`src/rtl/cache_fill_arbiter_if.sv`:
```
// Signal bundle between the fill arbiter, the two cache miss ports and main memory.
// The master modport is the arbiter's view; the slave modport is the surrounding environment.
interface cache_fill_arbiter_if #(
    parameter int ADDR_W      = 16,
    parameter int DATA_W      = 16,
    parameter int BLOCK_WORDS = 8
);
    localparam int WORD_W = $clog2(BLOCK_WORDS);

    logic              i_miss;
    logic [ADDR_W-1:0] i_miss_addr;
    logic              d_miss;
    logic [ADDR_W-1:0] d_miss_addr;
    logic              mem_en;
    logic [ADDR_W-1:0] mem_addr;
    logic              mem_data_valid;
    logic [DATA_W-1:0] mem_data;
    logic              fill_busy;
    logic              fill_sel;
    logic              data_we;
    logic [WORD_W-1:0] data_word;
    logic [DATA_W-1:0] data_wdata;
    logic              tag_we;
    logic [ADDR_W-1:0] tag_addr;

    modport master (
        input  i_miss, i_miss_addr, d_miss, d_miss_addr, mem_data_valid, mem_data,
        output mem_en, mem_addr, fill_busy, fill_sel, data_we, data_word, data_wdata,
               tag_we, tag_addr
    );

    modport slave (
        output i_miss, i_miss_addr, d_miss, d_miss_addr, mem_data_valid, mem_data,
        input  mem_en, mem_addr, fill_busy, fill_sel, data_we, data_word, data_wdata,
               tag_we, tag_addr
    );
endinterface

```
`src/rtl/cache_fill_arbiter.sv`:
```
// Block-fill controller for the I/D caches over one pipelined main memory: D-side wins ties,
// reads are issued back-to-back, returned words are steered into the cache, then the tag is written.
module cache_fill_arbiter #(
    parameter int BLOCK_WORDS = 8,
    parameter int MEM_LATENCY = 4,
    parameter int ADDR_W      = 16,
    parameter int DATA_W      = 16
) (
    input  logic                 clk,
    input  logic                 rst,
    cache_fill_arbiter_if.master bus
);
    // state    | meaning
    // ---------+--------------------------------------------------------------
    // ST_DRAIN | after reset, ignore MEM_LATENCY cycles of stale read returns
    // ST_IDLE  | wait for a miss; D-side wins when both are pending
    // ST_FILL  | issue the block's reads and write each returned word
    // ST_DONE  | one bubble so the filled side can drop its miss
    localparam logic [1:0] ST_DRAIN = 2'd0;
    localparam logic [1:0] ST_IDLE  = 2'd1;
    localparam logic [1:0] ST_FILL  = 2'd2;
    localparam logic [1:0] ST_DONE  = 2'd3;

    localparam int WORD_W = $clog2(BLOCK_WORDS);
    localparam int ISS_W  = WORD_W + 1;
    localparam int DRN_W  = $clog2(MEM_LATENCY + 1);
    localparam logic [ADDR_W-1:0] BLK_MASK = ~ADDR_W'((2 * BLOCK_WORDS) - 1);

    logic [1:0]        state_q, state_d;
    logic [DRN_W-1:0]  drain_q, drain_d;
    logic [ISS_W-1:0]  issue_q, issue_d;
    logic [WORD_W-1:0] recv_q, recv_d;
    logic              fill_sel_q, fill_sel_d;
    logic [ADDR_W-1:0] tag_addr_q, tag_addr_d;

    logic              mem_en;
    logic [ADDR_W-1:0] mem_addr;
    logic              data_we;
    logic              tag_we;

    always_comb begin
        state_d    = state_q;
        drain_d    = drain_q;
        issue_d    = issue_q;
        recv_d     = recv_q;
        fill_sel_d = fill_sel_q;
        tag_addr_d = tag_addr_q;
        mem_en     = 1'b0;
        mem_addr   = '0;
        data_we    = 1'b0;
        tag_we     = 1'b0;

        case (state_q)
            ST_DRAIN: begin
                drain_d = drain_q - DRN_W'(1);
                if (drain_q <= DRN_W'(1)) state_d = ST_IDLE;
            end
            ST_IDLE: begin
                issue_d = '0;
                recv_d  = '0;
                if (bus.d_miss) begin
                    fill_sel_d = 1'b1;
                    tag_addr_d = bus.d_miss_addr & BLK_MASK;
                    state_d    = ST_FILL;
                end else if (bus.i_miss) begin
                    fill_sel_d = 1'b0;
                    tag_addr_d = bus.i_miss_addr & BLK_MASK;
                    state_d    = ST_FILL;
                end
            end
            ST_FILL: begin
                // issue_q's top bit sets once all BLOCK_WORDS reads are out
                if (!issue_q[WORD_W]) begin
                    mem_en   = 1'b1;
                    mem_addr = tag_addr_q + ADDR_W'({issue_q[WORD_W-1:0], 1'b0});
                    issue_d  = issue_q + ISS_W'(1);
                end
                if (bus.mem_data_valid) begin
                    data_we = 1'b1;
                    recv_d  = recv_q + WORD_W'(1);
                    if (recv_q == WORD_W'(BLOCK_WORDS - 1)) begin
                        tag_we  = 1'b1;
                        state_d = ST_DONE;
                    end
                end
            end
            ST_DONE: state_d = ST_IDLE;
            default: state_d = ST_DRAIN;
        endcase

        // reset takes effect on the outputs in the same cycle, so an aborted block never commits
        if (rst) begin
            mem_en   = 1'b0;
            mem_addr = '0;
            data_we  = 1'b0;
            tag_we   = 1'b0;
        end
    end

    always_ff @(posedge clk) begin
        if (rst) begin
            state_q    <= ST_DRAIN;
            drain_q    <= DRN_W'(MEM_LATENCY);
            issue_q    <= '0;
            recv_q     <= '0;
            fill_sel_q <= 1'b0;
            tag_addr_q <= '0;
        end else begin
            state_q    <= state_d;
            drain_q    <= drain_d;
            issue_q    <= issue_d;
            recv_q     <= recv_d;
            fill_sel_q <= fill_sel_d;
            tag_addr_q <= tag_addr_d;
        end
    end

    assign bus.mem_en     = mem_en;
    assign bus.mem_addr   = mem_addr;
    assign bus.data_we    = data_we;
    assign bus.tag_we     = tag_we;
    assign bus.fill_busy  = rst | (state_q != ST_IDLE);
    assign bus.fill_sel   = fill_sel_q;
    assign bus.data_word  = recv_q;
    assign bus.data_wdata = bus.mem_data;
    assign bus.tag_addr   = tag_addr_q;
endmodule
```
`src/flat_wrapper.sv`:
```
// flat-port wrapper written by rule: the top's interface ports become plain ports
module cache_fill_arbiter_flat 
#(
    parameter int BLOCK_WORDS = 8,
    parameter int MEM_LATENCY = 4,
    parameter int ADDR_W      = 16,
    parameter int DATA_W      = 16
)
  (clk, rst, bus_i_miss, bus_i_miss_addr, bus_d_miss, bus_d_miss_addr, bus_mem_data_valid, bus_mem_data, bus_mem_en, bus_mem_addr, bus_fill_busy, bus_fill_sel, bus_data_we, bus_data_word, bus_data_wdata, bus_tag_we, bus_tag_addr);
  cache_fill_arbiter_if #(.ADDR_W(ADDR_W), .DATA_W(DATA_W), .BLOCK_WORDS(BLOCK_WORDS)) bus_i ();
  input  logic clk;
  input  logic rst;
  input wire logic [$bits(bus_i.i_miss)-1:0] bus_i_miss;
  input wire logic [$bits(bus_i.i_miss_addr)-1:0] bus_i_miss_addr;
  input wire logic [$bits(bus_i.d_miss)-1:0] bus_d_miss;
  input wire logic [$bits(bus_i.d_miss_addr)-1:0] bus_d_miss_addr;
  input wire logic [$bits(bus_i.mem_data_valid)-1:0] bus_mem_data_valid;
  input wire logic [$bits(bus_i.mem_data)-1:0] bus_mem_data;
  output wire logic [$bits(bus_i.mem_en)-1:0] bus_mem_en;
  output wire logic [$bits(bus_i.mem_addr)-1:0] bus_mem_addr;
  output wire logic [$bits(bus_i.fill_busy)-1:0] bus_fill_busy;
  output wire logic [$bits(bus_i.fill_sel)-1:0] bus_fill_sel;
  output wire logic [$bits(bus_i.data_we)-1:0] bus_data_we;
  output wire logic [$bits(bus_i.data_word)-1:0] bus_data_word;
  output wire logic [$bits(bus_i.data_wdata)-1:0] bus_data_wdata;
  output wire logic [$bits(bus_i.tag_we)-1:0] bus_tag_we;
  output wire logic [$bits(bus_i.tag_addr)-1:0] bus_tag_addr;
  assign bus_i.i_miss = bus_i_miss;
  assign bus_i.i_miss_addr = bus_i_miss_addr;
  assign bus_i.d_miss = bus_d_miss;
  assign bus_i.d_miss_addr = bus_d_miss_addr;
  assign bus_i.mem_data_valid = bus_mem_data_valid;
  assign bus_i.mem_data = bus_mem_data;
  assign bus_mem_en = bus_i.mem_en;
  assign bus_mem_addr = bus_i.mem_addr;
  assign bus_fill_busy = bus_i.fill_busy;
  assign bus_fill_sel = bus_i.fill_sel;
  assign bus_data_we = bus_i.data_we;
  assign bus_data_word = bus_i.data_word;
  assign bus_data_wdata = bus_i.data_wdata;
  assign bus_tag_we = bus_i.tag_we;
  assign bus_tag_addr = bus_i.tag_addr;
  cache_fill_arbiter #(.BLOCK_WORDS(BLOCK_WORDS), .MEM_LATENCY(MEM_LATENCY), .ADDR_W(ADDR_W), .DATA_W(DATA_W)) u_core (.clk(clk), .rst(rst), .bus(bus_i));
endmodule
```
`config.mk`:
```
export PLATFORM = sky130hd
export DESIGN_NAME = cache_fill_arbiter_flat
export DESIGN_NICKNAME = d
export VERILOG_FILES = /design/src/rtl/cache_fill_arbiter_if.sv /design/src/rtl/cache_fill_arbiter.sv /design/src/flat_wrapper.sv
export SDC_FILE = /design/constraint.sdc
export NUM_CORES = 1
export LEC_CHECK = 0
export ABC_AREA = 1
export BUFFER_PORTS_ARGS = -buffer_cell sky130_fd_sc_hd__buf_2
export CAP_MARGIN = 5
export CORE_MARGIN = 2
export CORE_UTILIZATION = 42
export DETAILED_ROUTE_END_ITERATION = 16
export PLACE_DENSITY = 0.79
export SLEW_MARGIN = 20
export SYNTH_ARGS = -nofsm -noshare
export SYNTH_HDL_FRONTEND = slang
export SYNTH_SLANG_ARGS = --single-unit
export TNS_END_PERCENT = 100
```
`constraint.sdc`:
```
create_clock -name clk -period 2 [get_ports clk]
set_clock_uncertainty 0.15 [all_clocks]
set_input_delay 0.1 -clock clk [delete_from_list [all_inputs] [get_ports clk]]
set_output_delay 0.1 -clock clk [all_outputs]
set_load 0.05 [all_outputs]
```
==> results of run 1 <==
==> registers in the layout, summed over array words and instances (netlist names) <==
signal and flops:
u_core.state_q 2, u_core.drain_q 3, u_core.issue_q 4, u_core.bus.data_word 3, u_core.bus.fill_sel 1, u_core.bus.tag_addr 12
==> where the power goes <==
group	internal [W]	total [W]	switching [W]
clock	0.000141	0.000306	0.000165
sequential	0.000639	0.000720	0.0000816
combinational	0.000412	0.00135	0.000941
==> per-stage QoR <==
| stage | hold WS [ps] | cells |
|---|---|---|
| after floorplan | 22.4 | 229 |
| after global placement | 50.3 | 312 |
| after detailed placement | 50.3 | 312 |
| after CTS | 47.2 | 321 |
| after global routing | 50.1 | 324 |
| final | 50.0 | 324 |
==> cells in the mapped netlist (all sizes together) <==
master | count | area, µm²
or2 | 1 | 8.76
a21oi | 18 | 90.1
nand2 | 35 | 131
nand3 | 10 | 50.1
inv | 40 | 153
buf | 27 | 208
ha | 9 | 113
xnor2 | 1 | 8.76
nor2 | 22 | 174
o21ai | 31 | 166
conb | 1 | 3.75
nor3 | 2 | 10.0
clkbuf | 2 | 8.75
o31ai | 1 | 7.51
dfxtp | 25 | 500
==> cell families after synthesis <==
logic type / share of synthesized area [%]
and+or+nand+nor: 22.9
other: 0.230
xor gates and xnor gates: 0.536
DFF: 30.7
buffers and inverters: 22.6
adders and majority gates: 6.90
AOI/OAI and AO/OA: 16.2
==> what timing repair did <==
| action | CTS | global route |
|---|---|---|
| gates cloned | 1 | 0 |
| hold buffers | 1 | 0 |
| pin swaps | 2 | 2 |
| endpoints found under the hold margin | 1 | 0 |
| setup endpoints to repair | 15 | 16 |
| buffers inserted | 3 | 3 |
| gates resized for setup | 44 | 10 |
==> final timing paths <==
check	from	endpoint	slack, ps
max	u_core.state_q[0]	bus_mem_addr[15]	40
min	bus_mem_data[0]	bus_data_wdata[0]	50
max reg2reg	u_core.state_q[1]	u_core.bus.tag_addr[11]	430
min reg2reg	u_core.bus.fill_sel	u_core.bus.fill_sel	340
==> worst reg2reg max path: stages, from the launching register on <==
cell	delay [ps]
dfxtp_2	360
inv_1	100
ha_1	300
o21ai_4	220
o21ai_0	270
a21oi_1	60
==> metal layers <==
metal  wire (µm)  up-vias  global-route usage, %
met5           0        -                      0
met2        1850       42                   28.4
met1        1580      702                   19.5
li1            -      776                      -
met3         152        4                   1.02
met4          45        0                   5.61
==> layout make-up <==
| type | count | share of cell area (%) |
|---|---|---|
| Tap cell | 48 | 2.86 |
| Inverter | 40 | 7.85 |
| Sequential cell | 25 | 23.9 |
| Clock buffer | 3 | 1.96 |
| Multi-Input combinational cell | 135 | 38.7 |
| Timing Repair inverter | 1 | 0.535 |
| Clock inverter | 1 | 0.357 |
| Timing Repair Buffer | 71 | 23.9 |
==> cells in the final DEF, fill, tap and decap left out, types with 6 or more instances in the layout <==
cell type,instances
buf_6,7
inv_1,37
nor2_1,6
nand3_1,10
dfxtp_1,23
nand2_1,35
buf_4,7
a21oi_1,18
nor2_4,11
buf_2,48
o21ai_0,29
ha_1,8
buf_8,8
==> metrics.yaml, run 1 <==
routing:
  drt-initial-drc-count: 63
  antenna_violating_nets_post_route: 0
  drcViolationCount: 0
  avgViaCountPerCell: 4.70
  vias: 1524
  detailedRoute.firstPassIterationCount: 4
  wirelength_per_cell_um: 11.2
  totalWireLength_mm: 3.63
global_routing:
  grt_pass1_wl_mm: 5.46
  first_global_vias: 1268
  grt_antenna_before_repair: 0
  globalRouteTotalUtil_pct: 15.7
  remaining_overflow_grt: 0
  grt_max_degree: 28
finish:
  n_antenna_cell: 0
  fillers: 362
  finish.instance_area_um2: 2100
  layout.nets: 339
  utilization_pct: 57.0
  multiInputGateArea_um2: 813
  layout-drive-gt1-share_pct: 36.2
  layout_overhead_on_the_synthesized_area_pct: 28.8
  layout.area.seq_um2: 503
placement:
  globalplace.congestion: 0.760
  hpwlAfterDp_mm: 2.48
  port_buffers: 63
  placement.setup.worst_slack_ps: 160
  place_area_um2: 1820
critical_path:
  end_kind: "primary output"
  critPathBufInv: 4
  timing.critical_path.slowest_cell_delay_ps: 330
  path_max_fanout: 8
  crit_path_cell_trace: "inv_2 > ha_4 > inv_4 > or2_4 > nor2_8 > inv_12 > nor2_2 > buf_6"
  required_ps: 1750
  setup.worst_path.start_class: "flop"
  crit_path_top_delay_cell: "dfxtp_2"
  rr_worst_depth: 5
  levels_on_crit_path: 8
  critical_path_class: "flop to primary output"
  worst_ep_arrival_time_ps: 1710
  critPathTopFamily: "simple AND/OR/NAND/NOR gates"
clock_network:
  h-tree-depth: 1
  cts.sink_count: 25
  clk-insertion-delay-late_ps: 270
  cts_buffers: 3
  cts.path.max_buffers: 2
  cts_tree: "done"
  clkSlewWorstSetupHoldPaths_ps: 90
  clockRootBuffer: "clkbuf_8"
sta:
  post-route-period-util_pct: 97.8
  timing.final.max_slew_violations: 0
  actual_transition_at_the_worst_max_transition_pin_ps: 553
  setup_viol: 0
  clock.fmax_mhz: 511
  period_minus_slack_ps: 1960
  grt_setup_unrepaired: "yes"
  layout_setup_ws_ps: 43.6
  hold_violations: 0
  slew_headroom_pct: 63.0
  final.setup.tns_ps: 0
floorplanning:
  io-pin-count: 109
  fp.dieH_um: 66.4
  placementRows: 22
  design.core.area_um2: 3690
  floorplan.die_area_um2: 4400
  initial_utilization_pct: 44.3
  fp.dieW_um: 66.4
power:
  irDropWorstVdd_uv: 726
  powerDensity_nw_per_um2: 1130
  power.leakage_nw: 1.03
  design_power_total_w: 0.00238
logic_synthesis:
  post_synth_num_cell_types: 24
  synthCells: 225
  postSynthAreaPerCell_um2: 7.26
  ys_warn_count: 0
  seq_area_frac_synth_pct: 30.7
  syn-cell-area_um2: 1630
  ys_seq_elements: 25
min_path:
  hp-class: "input port to primary output"
  timing.hold.worst_path_depth: 0
flow_run:
  drv_cap: 0
run_status:
  outcome: "completed"
(Power assumes the default switching activity.)
==> run 2: changes to the inputs <==
Settings changed: HOLD_SLACK_MARGIN set to 0.06.
==> run 2 against run 1 <==
Fmax down 0.85%. Non-clock buffer count up 23. Combinational power up 7%. Flip-flop and latch count unchanged. First-iteration DRC count up 13%. Clock power up 2%. Critical path depth unchanged. Final cell count up 7.1%. Worst hold slack better by 9.3 ps. Sequential power about the same. Sequential share of layout area down 2.4 points. Largest cell class unchanged.
==> metrics.yaml, run 2 (synthesis gave the netlist of run 1 again) <==
finish:
  layout.nets: 362  # was 339
  n_antenna_cell: 0  # unchanged
  fillers: 340  # was 362
  layout-drive-gt1-share_pct: 33.4  # was 36.2%
  mostFrequentLayoutCells: "48 x buf_2, 37 x inv_1, 35 x nand2_1"  # unchanged
  largest_reg_flops: 12  # unchanged
  layout_overhead_on_the_synthesized_area_pct: 42.9  # was 28.8%
  layout.cells.most_common: "buf_2"  # unchanged
critical_path:
  setup.worst_path.start_class: "flop"  # unchanged
  regToRegEndpoint: "u_core.bus.tag_addr[11]"  # unchanged
  required_ps: 1750  # about the same
  regToRegSetupSlack_ps: 430  # about the same
  end_kind: "primary output"  # unchanged
  regToRegStartpoint: "u_core.state_q[1]"  # unchanged
  worst_ep_arrival_time_ps: 1720  # was 1710 ps
  path_max_fanout: 8  # unchanged
  rr_worst_depth: 5  # unchanged
  critical_path_class: "flop to primary output"  # unchanged
min_path:
  hp-class: "input port to flop"  # was input port to primary output
  hold_path.startpoint: "bus_d_miss_addr[13]"  # was bus_mem_data[0]
  timing.hold.worst_path_depth: 5  # was 0
  whs_endpoint: "u_core.bus.tag_addr[13]"  # was bus_data_wdata[0]
routing:
  detailedRoute.firstPassIterationCount: 4  # unchanged
  drcViolationCount: 0  # unchanged
  vias: 1647  # was 1524
  antenna_violating_nets_post_route: 0  # unchanged
  avgViaCountPerCell: 4.75  # was 4.70
  wirelength_per_cell_um: 11.5  # was 11.2 µm
  drt-initial-drc-count: 71  # was 63
  totalWireLength_mm: 4.00  # was 3.63 mm
power:
  power_switching_share_pct: 50.8  # was 49.9%
  cell_internal_pwr_w: 0.00122  # was 0.00119 W
  clkPwrFrac_pct: 12.5  # was 12.9%
  irDropWorstVdd_uv: 731  # was 726 µV
  p_sw_w: 0.00126  # was 0.00119 W
  power.share.combinational_pct: 58.5  # was 56.9%
  power.leakage_nw: 1.13  # was 1.03 nW
  powerDensity_nw_per_um2: 1060  # was 1130 nW/µm²
  power.share.sequential_pct: 29.0  # was 30.3%
clock_network:
  cts.sink_count: 25  # unchanged
  cts.path.max_buffers: 2  # unchanged
  clk-insertion-delay-late_ps: 270  # about the same
  h-tree-depth: 1  # unchanged
  clockRootBuffer: "clkbuf_8"  # unchanged
  clkSlewWorstSetupHoldPaths_ps: 90  # about the same
  cts_tree: "done"  # unchanged
  cts_buffers: 3  # unchanged
sta:
  layout_setup_ws_ps: 26.9  # was 43.6 ps
  hold_violations: 0  # unchanged
  grt_setup_unrepaired: "yes"  # unchanged
  setup_viol: 0  # unchanged
  slew_headroom_pct: 63.0  # about the same
  period_minus_slack_ps: 1970  # was 1960 ps
  clock.fmax_mhz: 507  # was 511 MHz
  timing.final.max_slew_violations: 0  # unchanged
  actual_transition_at_the_worst_max_transition_pin_ps: 553  # about the same
  post-route-period-util_pct: 98.7  # was 97.8%
  fin_hold_ws_ps: 59.4  # was 50.0 ps
flow_run:
  drv_cap: 0  # unchanged
global_routing:
  grt_max_degree: 28  # unchanged
  globalRouteTotalUtil_pct: 17.2  # was 15.7%
  grt_antenna_before_repair: 0  # unchanged
  grt_pass1_wl_mm: 5.95  # was 5.46 mm
  remaining_overflow_grt: 0  # unchanged
  first_global_vias: 1404  # was 1268
floorplanning:
  design.core.area_um2: 3690  # unchanged
  floorplan.die_area_um2: 4400  # unchanged
  initial_utilization_pct: 44.3  # unchanged
  fp.dieW_um: 66.4  # unchanged
  placementRows: 22  # unchanged
  io-pin-count: 109  # unchanged
  fp.dieH_um: 66.4  # unchanged
placement:
  placement.setup.worst_slack_ps: 160  # unchanged
  globalplace.congestion: 0.760  # unchanged
  hpwlAfterDp_mm: 2.48  # unchanged
  port_buffers: 63  # unchanged
run_status:
  outcome: "completed"  # unchanged
==> run 2: cell count changes in the layout (fill, tap and decap cells not counted) <==
cell and delta:
dlygate4sd3_1 +23
==> run 2: worst max-delay path by stage <==
stage                      startpoint          endpoint  cells after the start
finish              u_core.state_q[0]  bus_mem_addr[15]                      8
global placement    u_core.state_q[0]   bus_mem_addr[4]                      8
global route        u_core.state_q[0]  bus_mem_addr[15]                      8
CTS                 u_core.state_q[0]   bus_mem_addr[1]                      8
floorplan           u_core.state_q[0]  bus_mem_addr[12]                      7
detailed placement  u_core.state_q[0]  bus_mem_addr[13]                      8
==> run 2: through the flow <==
step	utilization [%]	power [W]	TNS, ps	area [µm²]	instances
6_report	63.3	0.00248	0	2330	347
5_1_grt	63.3	0.00265	-217	2330	347
4_1_cts	61.6	0.00243	0	2270	344
3_5_place_dp	49.3	0.00192	0	1820	312
3_3_place_gp	49.3	0.00189	0	1820	312
2_1_floorplan	-	0.00180	-515	1650	229
==> run 2: layout make-up <==
type / instances / area (µm²) / share of cell area, %
Clock buffer: 3 / 41.3 / 1.77
Clock inverter: 1 / 7.51 / 0.322
Inverter: 40 / 165 / 7.08
Multi-Input combinational cell: 135 / 813 / 34.9
Sequential cell: 25 / 503 / 21.6
Tap cell: 48 / 60.1 / 2.57
Timing Repair Buffer: 94 / 732 / 31.4
Timing Repair inverter: 1 / 11.3 / 0.483
==> run 2: power by group through the flow <==
stage,sequential [W],combinational [W],clock [W]
CTS,0.000716,0.00140,0.000315
floorplan,0.000984,0.000814,0
detailed placement,0.000724,0.00119,0
global placement,0.000719,0.00117,0
finish,0.000719,0.00145,0.000311
global route,0.000737,0.00158,0.000335
==> run 2: worst max-delay path: stages (launching register included) <==
cell     delay (ps)
dfxtp_2         330
inv_2            80
ha_4            150
inv_4            40
or2_4           270
nor2_8          210
inv_12           80
nor2_2          110
buf_6           170
==> run 2: routing by layer <==
layer | track usage (%) | vias to the layer above | share of wire, %
met5 | 0 | - | 0
met4 | 5.87 | 0 | 1.1
met3 | 1.02 | 4 | 5.1
met2 | 32.1 | 66 | 53
met1 | 20.6 | 754 | 41
li1 | - | 823 | -
==> run 2: what timing repair did <==
| action | in CTS | in global routing |
|---|---|---|
| endpoints found under the setup margin | 15 | 16 |
| hold buffers | 24 | 0 |
| hold endpoints to repair | 25 | 0 |
| gates resized for setup | 44 | 10 |
| buffers inserted | 3 | 3 |
| gates cloned | 1 | 0 |
| pin swaps | 2 | 2 |
